==> config.mk <==
export PLATFORM = sky130hd
export DESIGN_NAME = multicycle_controller
export DESIGN_NICKNAME = d
export VERILOG_FILES = /design/src/rtl/multicycle_controller.sv
export SDC_FILE = /design/constraint.sdc
export NUM_CORES = 1
export LEC_CHECK = 0
export CORE_MARGIN = 4
export CORE_UTILIZATION = 44
export DETAILED_ROUTE_END_ITERATION = 8
export PLACE_DENSITY_LB_ADDON = 0.2
export SLEW_MARGIN = 20
export SYNTH_ARGS = -nofsm -noshare
export SYNTH_HDL_FRONTEND = slang
export SYNTH_SLANG_ARGS = --single-unit
export TNS_END_PERCENT = 30
==> constraint.sdc <==
create_clock -name Clk -period 2.4 [get_ports Clk]
set_clock_uncertainty 0.05 [all_clocks]
set_input_delay 0.24 -clock Clk [delete_from_list [all_inputs] [get_ports Clk]]
set_output_delay 0.24 -clock Clk [all_outputs]
set_load 0.05 [all_outputs]
==> src/rtl/multicycle_controller.sv <==
// Multicycle control unit: IDLE/DECODE/EXEC/MEM/WB sequencer that turns a latched
// instruction into datapath strobes, with saturating illegal-opcode accounting.
module multicycle_controller #(
    parameter int MEM_LAT   = 1,
    parameter int ILL_CNT_W = 8
) (
    input  logic                 Clk,
    input  logic                 Rst,
    input  logic [31:0]          Instruction,
    input  logic                 InstrValid,
    input  logic                 BrTaken,
    output logic                 Busy,
    output logic                 Done,
    output logic [1:0]           RegDst,
    output logic [1:0]           ALUOp,
    output logic                 ALUSrc,
    output logic                 Branch,
    output logic                 MemRead,
    output logic                 MemWrite,
    output logic                 RegWrite,
    output logic                 PCWrite,
    output logic [1:0]           MemtoReg,
    output logic [1:0]           PCSrc,
    output logic [1:0]           MemSize,
    output logic                 Debug,
    output logic [ILL_CNT_W-1:0] IllegalCount
);

    typedef enum logic [2:0] {S_IDLE, S_DECODE, S_EXEC, S_MEM, S_WB} state_t;
    typedef enum logic [3:0] {
        K_RTYPE, K_JR, K_ADDI, K_LOGI, K_LOAD, K_STORE, K_BRANCH, K_J, K_JAL, K_ILL
    } kind_t;

    localparam logic [3:0] CNT_INIT = 4'(MEM_LAT - 1);

    state_t                 state_q, state_d;
    logic [31:0]            ir_q, ir_d;
    logic [3:0]             cnt_q, cnt_d;
    logic [ILL_CNT_W-1:0]   ill_q, ill_d;
    kind_t                  kind;
    logic                   mem_last;
    logic [1:0]             mem_size;
    logic                   ir_unused;

    // Only opcode and funct steer control; the register fields belong to the datapath.
    assign ir_unused = ^ir_q[25:6];
    assign mem_last  = (cnt_q == 4'd0);

    always_comb begin
        kind = K_ILL;
        case (ir_q[31:26])
            6'b000000: kind = (ir_q[5:0] == 6'b001000) ? K_JR : K_RTYPE;
            6'b001000: kind = K_ADDI;
            6'b001100, 6'b001101, 6'b001110: kind = K_LOGI;
            6'b100011, 6'b100001, 6'b100000: kind = K_LOAD;
            6'b101011, 6'b101001, 6'b101000: kind = K_STORE;
            6'b000001, 6'b000100, 6'b000101, 6'b000110, 6'b000111: kind = K_BRANCH;
            6'b000010: kind = K_J;
            6'b000011: kind = K_JAL;
            default:   kind = K_ILL;
        endcase
    end

    // Loads and stores share the size encoding in opcode[1:0]: 11 word, 01 half, 00 byte.
    always_comb begin
        case (ir_q[27:26])
            2'b11:   mem_size = 2'b00;
            2'b01:   mem_size = 2'b01;
            default: mem_size = 2'b10;
        endcase
    end

    always_ff @(posedge Clk) begin
        if (Rst) begin
            state_q <= S_IDLE;
            ir_q    <= '0;
            cnt_q   <= '0;
            ill_q   <= '0;
        end else begin
            state_q <= state_d;
            ir_q    <= ir_d;
            cnt_q   <= cnt_d;
            ill_q   <= ill_d;
        end
    end

    always_comb begin
        state_d = state_q;
        case (state_q)
            S_IDLE:   if (InstrValid) state_d = S_DECODE;
            S_DECODE: state_d = (kind == K_ILL) ? S_IDLE : S_EXEC;
            S_EXEC: begin
                case (kind)
                    K_RTYPE, K_ADDI, K_LOGI: state_d = S_WB;
                    K_LOAD, K_STORE:         state_d = S_MEM;
                    default:                 state_d = S_IDLE;
                endcase
            end
            S_MEM:    if (mem_last) state_d = (kind == K_LOAD) ? S_WB : S_IDLE;
            S_WB:     state_d = S_IDLE;
            default:  state_d = S_IDLE;
        endcase
    end

    // The MEM counter is reloaded every EXEC so it is fresh on MEM entry.
    always_comb begin
        ir_d  = ir_q;
        cnt_d = cnt_q;
        ill_d = ill_q;
        if (state_q == S_IDLE && InstrValid) ir_d = Instruction;
        if (state_q == S_EXEC) cnt_d = CNT_INIT;
        else if (state_q == S_MEM && !mem_last) cnt_d = cnt_q - 4'd1;
        if (state_q == S_DECODE && kind == K_ILL && ill_q != '1)
            ill_d = ill_q + ILL_CNT_W'(1);
    end

    always_comb begin
        Busy     = (state_q != S_IDLE);
        Done     = 1'b0;
        RegDst   = 2'b00;
        ALUOp    = 2'b00;
        ALUSrc   = 1'b0;
        Branch   = 1'b0;
        MemRead  = 1'b0;
        MemWrite = 1'b0;
        RegWrite = 1'b0;
        PCWrite  = 1'b0;
        MemtoReg = 2'b00;
        PCSrc    = 2'b00;
        MemSize  = 2'b00;
        Debug    = 1'b0;
        case (state_q)
            S_DECODE: begin
                if (kind == K_ILL) begin
                    Debug   = 1'b1;
                    Done    = 1'b1;
                    PCWrite = 1'b1;
                end
            end
            S_EXEC: begin
                case (kind)
                    K_RTYPE: ALUOp = 2'b10;
                    K_JR: begin
                        PCSrc   = 2'b11;
                        Done    = 1'b1;
                        PCWrite = 1'b1;
                    end
                    K_ADDI: ALUSrc = 1'b1;
                    K_LOGI: begin
                        ALUSrc = 1'b1;
                        ALUOp  = 2'b11;
                    end
                    K_LOAD, K_STORE: ALUSrc = 1'b1;
                    K_BRANCH: begin
                        Branch  = 1'b1;
                        ALUOp   = 2'b01;
                        PCSrc   = BrTaken ? 2'b01 : 2'b00;
                        Done    = 1'b1;
                        PCWrite = 1'b1;
                    end
                    K_J: begin
                        PCSrc   = 2'b10;
                        Done    = 1'b1;
                        PCWrite = 1'b1;
                    end
                    K_JAL: begin
                        PCSrc    = 2'b10;
                        RegDst   = 2'b10;
                        MemtoReg = 2'b10;
                        RegWrite = 1'b1;
                        Done     = 1'b1;
                        PCWrite  = 1'b1;
                    end
                    default: ;
                endcase
            end
            S_MEM: begin
                MemSize = mem_size;
                MemRead = (kind == K_LOAD);
                if (kind == K_STORE && mem_last) begin
                    MemWrite = 1'b1;
                    Done     = 1'b1;
                    PCWrite  = 1'b1;
                end
            end
            S_WB: begin
                RegWrite = 1'b1;
                Done     = 1'b1;
                PCWrite  = 1'b1;
                if (kind == K_LOAD) begin
                    MemtoReg = 2'b00;
                    RegDst   = 2'b00;
                end else begin
                    MemtoReg = 2'b01;
                    RegDst   = (kind == K_RTYPE) ? 2'b01 : 2'b00;
                end
            end
            default: ;
        endcase
    end

    assign IllegalCount = ill_q;

endmodule

==> out/metrics.json <==
{
  "worstPathArrival": {"value": 2.03, "unit": "ns"},
  "vias_per_cell": {"value": 5.236},
  "start_util": {"value": 0.4535},
  "clock_edge_transition_at_the_registers_on_the_reported_setup_and_hold_paths": {"value": 0.09, "unit": "ns"},
  "holdBufCountCts": {"value": 0},
  "clk_latency": {"value": 0.27, "unit": "ns"},
  "globalplace.congestion": {"value": 0.8959},
  "clkPwrFrac": {"value": 0.243},
  "final-hold-violation-count": {"value": 0},
  "yosys_warnings": {"value": 0},
  "cts_sink_cnt": {"value": 27},
  "syn-cell-area": {"value": 0.001660, "unit": "sq mm"},
  "die_ar": {"value": 0.004821, "unit": "sq mm"},
  "hold-path-endpoint": {"value": "ir_q[0]"},
  "post-synth-top-count-cell": {"value": "nand2_1"},
  "post-cts-setup-buffers": {"value": 0},
  "groute.usage.overall": {"value": 0.1649},
  "synth_top_cells_by_area": {"value": "dfxtp_1 (33%), nand2_1 (9.0%), a21oi_1 (5.1%)"},
  "antenna_cells_inserted": {"value": 0},
  "dr.first_iter.drc_count": {"value": 93},
  "timing.hold.worst.class": {"value": "flop to flop"},
  "grt_pass1_vias": {"value": 1533},
  "synth_enable_flop_cells": {"value": 0},
  "synth.distinct_cells": {"value": 52},
  "powerDensity": {"value": 483.9, "unit": "mW/mm^2"},
  "fin_total_pwr": {"value": 1.076, "unit": "mW"},
  "fmax": {"value": 430.5, "unit": "MHz"},
  "timing.max_cap.violations": {"value": 0},
  "async_reset_ff_frac": {"value": 0},
  "setup_slack_reg_to_reg": {"value": 0.36, "unit": "ns"},
  "status": {"value": "complete, no violations"},
  "post-synth-top-area-fraction": {"value": 0.3255},
  "reg2reg_from": {"value": "ir_q[26]"},
  "syn_area_per_cell": {"value": 7.479, "unit": "sq um"},
  "final_nets": {"value": 296},
  "syn_nets": {"value": 260},
  "power.switching": {"value": 0.3615, "unit": "mW"},
  "gate_count_after_technology_mapping": {"value": 222},
  "placement_rows": {"value": 22},
  "worst_pin_slew": {"value": 0.5668, "unit": "ns"},
  "routed-via-count": {"value": 1597},
  "detail_route.first_pass.iterations": {"value": 4},
  "holdPathStages": {"value": 2},
  "worst_slew_margin_rel": {"value": 0.6210},
  "port-buffer-count": {"value": 42},
  "ctsHtreeMaxLevel": {"value": 1},
  "number_of_filler_cells_placed_in_the_layout": {"value": 351},
  "drive_gt1_frac": {"value": 0.1790},
  "ios": {"value": 63},
  "grt_setup_unrepaired": {"value": "true"},
  "globalRoute.totalOverflow": {"value": 0},
  "critPathCaptureType": {"value": "output pin"},
  "cell_leakage_power": {"value": 0.8489, "unit": "nW"},
  "critPathLaunchType": {"value": "flop"},
  "grt_start_max_net_pins": {"value": 18},
  "swShare": {"value": 0.3358},
  "worst_ir_drop_vdd": {"value": 0.0003910, "unit": "V"},
  "clk_path_buf_depth": {"value": 2},
  "report.final.setup_viol": {"value": 0},
  "fp.dieH": {"value": 69.43, "unit": "microns"},
  "grt_pass1_wl": {"value": 6837, "unit": "microns"},
  "timing.reg2reg.worst_path_depth": {"value": 6},
  "crit_path_max_fanout": {"value": 3},
  "critPathMaxStageDelay": {"value": 0.55, "unit": "ns"},
  "drc": {"value": 0},
  "yosys.area.top_type": {"value": "dfxtp_1"},
  "regToRegEndpoint": {"value": "IllegalCount[0]"},
  "final_period_minus_worst_setup_slack": {"value": 2.323, "unit": "ns"},
  "timing.final.ws_setup": {"value": 0.07694, "unit": "ns"},
  "drt-wirelength-per-cell": {"value": 13.16, "unit": "microns"},
  "criticalPathCategory": {"value": "flop to output pin"},
  "cts_buffers": {"value": 3},
  "core_region_area": {"value": 0.003661, "unit": "sq mm"},
  "hold_path.startpoint": {"value": "ir_q[0]"},
  "route.final.wire_length": {"value": 4013, "unit": "microns"},
  "fin_crit_share": {"value": 0.9679},
  "critPathLaunch": {"value": "ir_q[0]"},
  "clockRootBuffer": {"value": "clkbuf_8"},
  "report.final.slew_viol_count": {"value": 0},
  "ys_seq_area_frac": {"value": 0.3255},
  "ys.flop_type": {"value": "dfxtp_1"},
  "flow.area_growth_from_synthesis": {"value": 33.99, "unit": "%"},
  "chipWidth": {"value": 69.43, "unit": "microns"},
  "p_int": {"value": 0.7149, "unit": "mW"},
  "ys_top_cells_by_count": {"value": "nand2_1 (40), dfxtp_1 (27), nor2_1 (22)"},
  "power_frac_comb": {"value": 0.285},
  "utilization_after_layout": {"value": 0.6077},
  "timing.critical_path.slowest_stage_cell": {"value": "or4b_4"},
  "crit_path_cell_trace": {"value": "or4b_4, o41a_1, o22ai_2, a221oi_2, o21ai_2, buf_6"},
  "dp_slack": {"value": 0.2464, "unit": "ns"},
  "synth.ff_latch_count": {"value": 27},
  "register_area": {"value": 543.0, "unit": "sq um"},
  "cp_data_required_time": {"value": 2.11, "unit": "ns"},
  "seq_power_share": {"value": 0.472},
  "place_hpwl": {"value": 3110, "unit": "microns"},
  "tritoncts": {"value": "built"},
  "ant_nets": {"value": 0},
  "multiInputGateArea": {"value": 0.001035, "unit": "sq mm"},
  "grt_antenna_before_repair": {"value": 0}
}
kinds of logic (layout without fill, tap and decap cells):
logic type      count (synthesis)  after routing  share of synthesized area
buf+inv                        23             58                    0.07083
xor+xnor                        4              4                    0.02110
simple gates                  118            118                     0.3625
flops                          27             27                     0.3255
fa+ha+maj                       2              2                    0.01507
mux                             3              3                    0.01959
compound gates                 45             45                     0.1854
what timing repair did:
action / in CTS / in global routing
endpoints found under the setup margin: 2 / 9
resized for setup: 5 / 6
pin swaps: 0 / 1
layout by cell type (no fill, tap or decap), types with 3 or more instances in the layout:
master           count
nand2_1             40
dfxtp_1             25
clkdlybuf4s50_1     25
nor2_1              22
a21oi_1             17
buf_4               12
nor2b_1              9
o21ai_0              8
inv_1                7
nor3_1               7
buf_12               7
nand2b_1             5
nand4_1              5
xor2_1               3
nor3_2               3
nand3_1              3
or4_1                3
and3_1               3
clkbuf_8             3
per-stage QoR:
stage / hold WS, ns / setup TNS [ns] / instances / area, sq um
2_1_floorplan: 0.3260 / 0 / 222 / 1664
3_3_place_gp: 0.3918 / 0 / 301 / 2138
3_5_place_dp: 0.3988 / 0 / 301 / 2138
4_1_cts: 0.4114 / 0 / 305 / 2205
5_1_grt: 0.4567 / -0.004112 / 305 / 2225
6_report: 0.4205 / 0 / 305 / 2225
state kept, by name, indices dropped and copies added, names as in the netlist:
| name | count |
|---|---|
| ir_q | 12 |
| IllegalCount | 8 |
| cnt_q | 4 |
| state_q | 3 |
critical path, delay by kind of cell, from the launching register on:
| kind | cells | cell delay (ns) |
|---|---|---|
| compound gates | 4 | 0.71 |
| flops | 1 | 0.32 |
| buf+inv | 1 | 0.18 |
| simple gates | 1 | 0.55 |
final cells by class:
| type | count | share of cell area |
|---|---|---|
| clock buffer | 4 | 0.02025 |
| inverter | 7 | 0.01181 |
| multi-input combinational | 172 | 0.4651 |
| sequential | 27 | 0.2441 |
| tap | 48 | 0.02700 |
| timing repair buffer | 47 | 0.2317 |
per-layer routing:
layer,routed length [microns],vias to the layer above,share of wire,GRT usage
li1,-,840,-,-
met1,1931,725,0.48,0.2192
met2,1897,30,0.47,0.2733
met3,164,2,0.041,0.02899
met4,20,0,0.0050,0.04555
met5,0,-,0,0
power by group through the flow:
stage	Sequential, mW	Combinational, mW	Clock [mW]
after floorplan	0.495	0.234	0
after global placement	0.515	0.294	0
after detailed placement	0.517	0.297	0
after CTS	0.506	0.305	0.263
after global routing	0.514	0.334	0.280
final	0.508	0.307	0.261
worst max-delay path by stage:
stage	to	slack (ns)	depth (start not counted)
5_1_grt	PCSrc[0]	-0.004	6
2_1_floorplan	ALUOp[1]	0.09	6
6_report	PCWrite	0.08	6
4_1_cts	PCWrite	0.03	6
3_3_place_gp	PCWrite	0.26	6
3_5_place_dp	PCWrite	0.25	6
Note: power is estimated with default switching activity, not from simulation.
==> RTL change, RTL diff (same settings) <==
Change the parameter `ILL_CNT_W` from 8 to 9.
--- a/src/rtl/multicycle_controller.sv
+++ b/src/rtl/multicycle_controller.sv
@@ -2,7 +2,7 @@
 // instruction into datapath strobes, with saturating illegal-opcode accounting.
 module multicycle_controller #(
     parameter int MEM_LAT   = 1,
-    parameter int ILL_CNT_W = 8
+    parameter int ILL_CNT_W = 9
 ) (
     input  logic                 Clk,
     input  logic                 Rst,
Interface: changed (resized IllegalCount); port bits go from 63 to 64. No check against the original RTL was run, so the function may have changed too.
==> RTL change against the unedited design <==
The flow now finishes with violations (negative setup slack). Routed wire length up 1.6%. Sequential share of layout area shrank 0.28 points. Final cell count rose by 2.3%. Critical path depth is the same. Count of clock-buffer cells in the layout is 1 lower. Design area increased by 4.4%. Sequential cell count increased by 1. Power shrank 6.2%. Area after synthesis fell by 1.2%. Worst setup slack worse by 0.26 ns. Synthesized cell count up 0.90%. Critical endpoint is now ALUOp[0]. Largest cell class unchanged.
==> RTL change: results (changes against the unedited design) <==
maximum single-stage delay on the critical path=0.53 ns (-0.02 ns); cells on worst reg2reg path=7 (+1); largest cells by area after synthesis=dfxtp_1 (34%), nand2_1 (8.2%), a21oi_1 (7.6%); wire length of the first global-routing pass=6.568 mm (-3.9%); proportion of synthesized chip area in sequential cells=34.17% (+1.6 points); via total after detailed routing=1674 (+4.8%); maximum number of pins on one net before global-route repair=17 (-1); final-layout fill cell count=321 (-8.5%); Layout Nets=307 (+3.7%); arrival time of data at the critical path endpoint=2.30 ns (+0.27 ns); gate family responsible for the most delay along the worst path=simple AND/OR/NAND/NOR gates; met1 demand-to-capacity share in global routing=22.07% (+0.16 points); half-perimeter wire length after detailed placement=3.100 mm (-0.30%); violated checks=negative setup slack; endpoint of the lowest-slack register-to-register path=IllegalCount[4]; wire per inst=13.07 µm (-0.64%); vias in the first global route=1473 (-3.9%); termination of the worst setup path=ALUOp[0]; met2 track demand over resource in global routing=24.89% (-2.4 points); origin of the worst min-delay path=ir_q[3]; initial DRC count=106 (+14%); status=finished, violations left; launch point of the worst reg-to-reg path=IllegalCount[0]; final worst slack=-0.1878 ns (-0.2648 ns); final weighted congestion of routability-driven global placement=0.8818 (-1.6%); number of nets in the synthesized netlist=263 (+1.2%); total setup violations reported at the end of the flow=7 (+7); cell area after placement=0.002253 mm² (+5.4%); internal reg-to-reg setup slack=0.34 ns (-0.02 ns); count of buffers inserted at the top-level ports=43 (+2.4%); most numerous cell types in the synthesized netlist=nand2_1 (36), dfxtp_1 (28), a21oi_1 (25); leak pwr=0.8537 nW (+0.57%); worst relative slew slack=62.68% (+0.59 points); met3 track utilization from global routing=4.070% (+1.2 points); clock latency on the worst-skew pair=0.27 ns (about the same); total routed wire length on the met1 layer=1.950 mm (+0.98%); number of buffers created by CTS=3 (unchanged); worst slack after detailed placement=-0.009883 ns (-0.2563 ns); synth unique cells=45 (-13%); Int Pwr=0.7043 mW (-1.5%); VDD IR max=0.2195 mV (-44%); Met3 Routed Length=268 µm (+63%); Total Routing Usage GR=16.31% (-0.18 points)
==> RTL change: kinds of logic (layout without fill, tap and decap cells) <==
family	Yosys count	in the layout	synth area share, %
AND/OR/NAND/NOR	111	111	33.49
AO/OA/AOI/OAI	52	52	20.06
flip-flops	28	28	34.17
buffers and inverters	23	65	5.797
multiplexers	4	4	2.593
adder cells (fa/ha/maj)	3	3	2.289
XOR/XNOR	3	3	1.602
==> RTL change: through the flow <==
step / instances / hold WS [ns] / setup TNS (ns) / power (mW)
after floorplan: 224 / 0.3260 / -1.790 / 0.6727
after global placement: 309 / 0.3886 / -0.04460 / 0.7591
after detailed placement: 309 / 0.3947 / -0.01922 / 0.7623
after CTS: 312 / 0.4078 / -0.8705 / 1.011
after global routing: 312 / 0.4490 / -1.345 / 1.062
final: 312 / 0.4095 / -0.9158 / 1.010
==> RTL change: final cells by class <==
| class | instances | area, µm² | share of cell area (%) |
|---|---|---|---|
| multi-input combinational | 173 | 1035 | 44.53 |
| timing repair buffer | 55 | 603.1 | 25.96 |
| inverter | 7 | 26.28 | 1.131 |
| clock buffer | 3 | 41.29 | 1.777 |
| sequential | 28 | 560.5 | 24.12 |
| tap | 46 | 57.56 | 2.477 |
==> RTL change: power groups by stage <==
stage | clock network, mW | registers, mW | logic, mW
floorplan | 0 | 0.505 | 0.168
global placement | 0 | 0.514 | 0.245
detailed placement | 0 | 0.515 | 0.247
CTS | 0.256 | 0.504 | 0.251
global route | 0.276 | 0.507 | 0.279
finish | 0.248 | 0.504 | 0.257
==> RTL change: timing repair <==
action | in CTS | in global routing
pin swaps | 3 | 2
setup buffers | 0 | 0
setup endpoints to repair | 7 | 7
resized for setup | 3 | 3
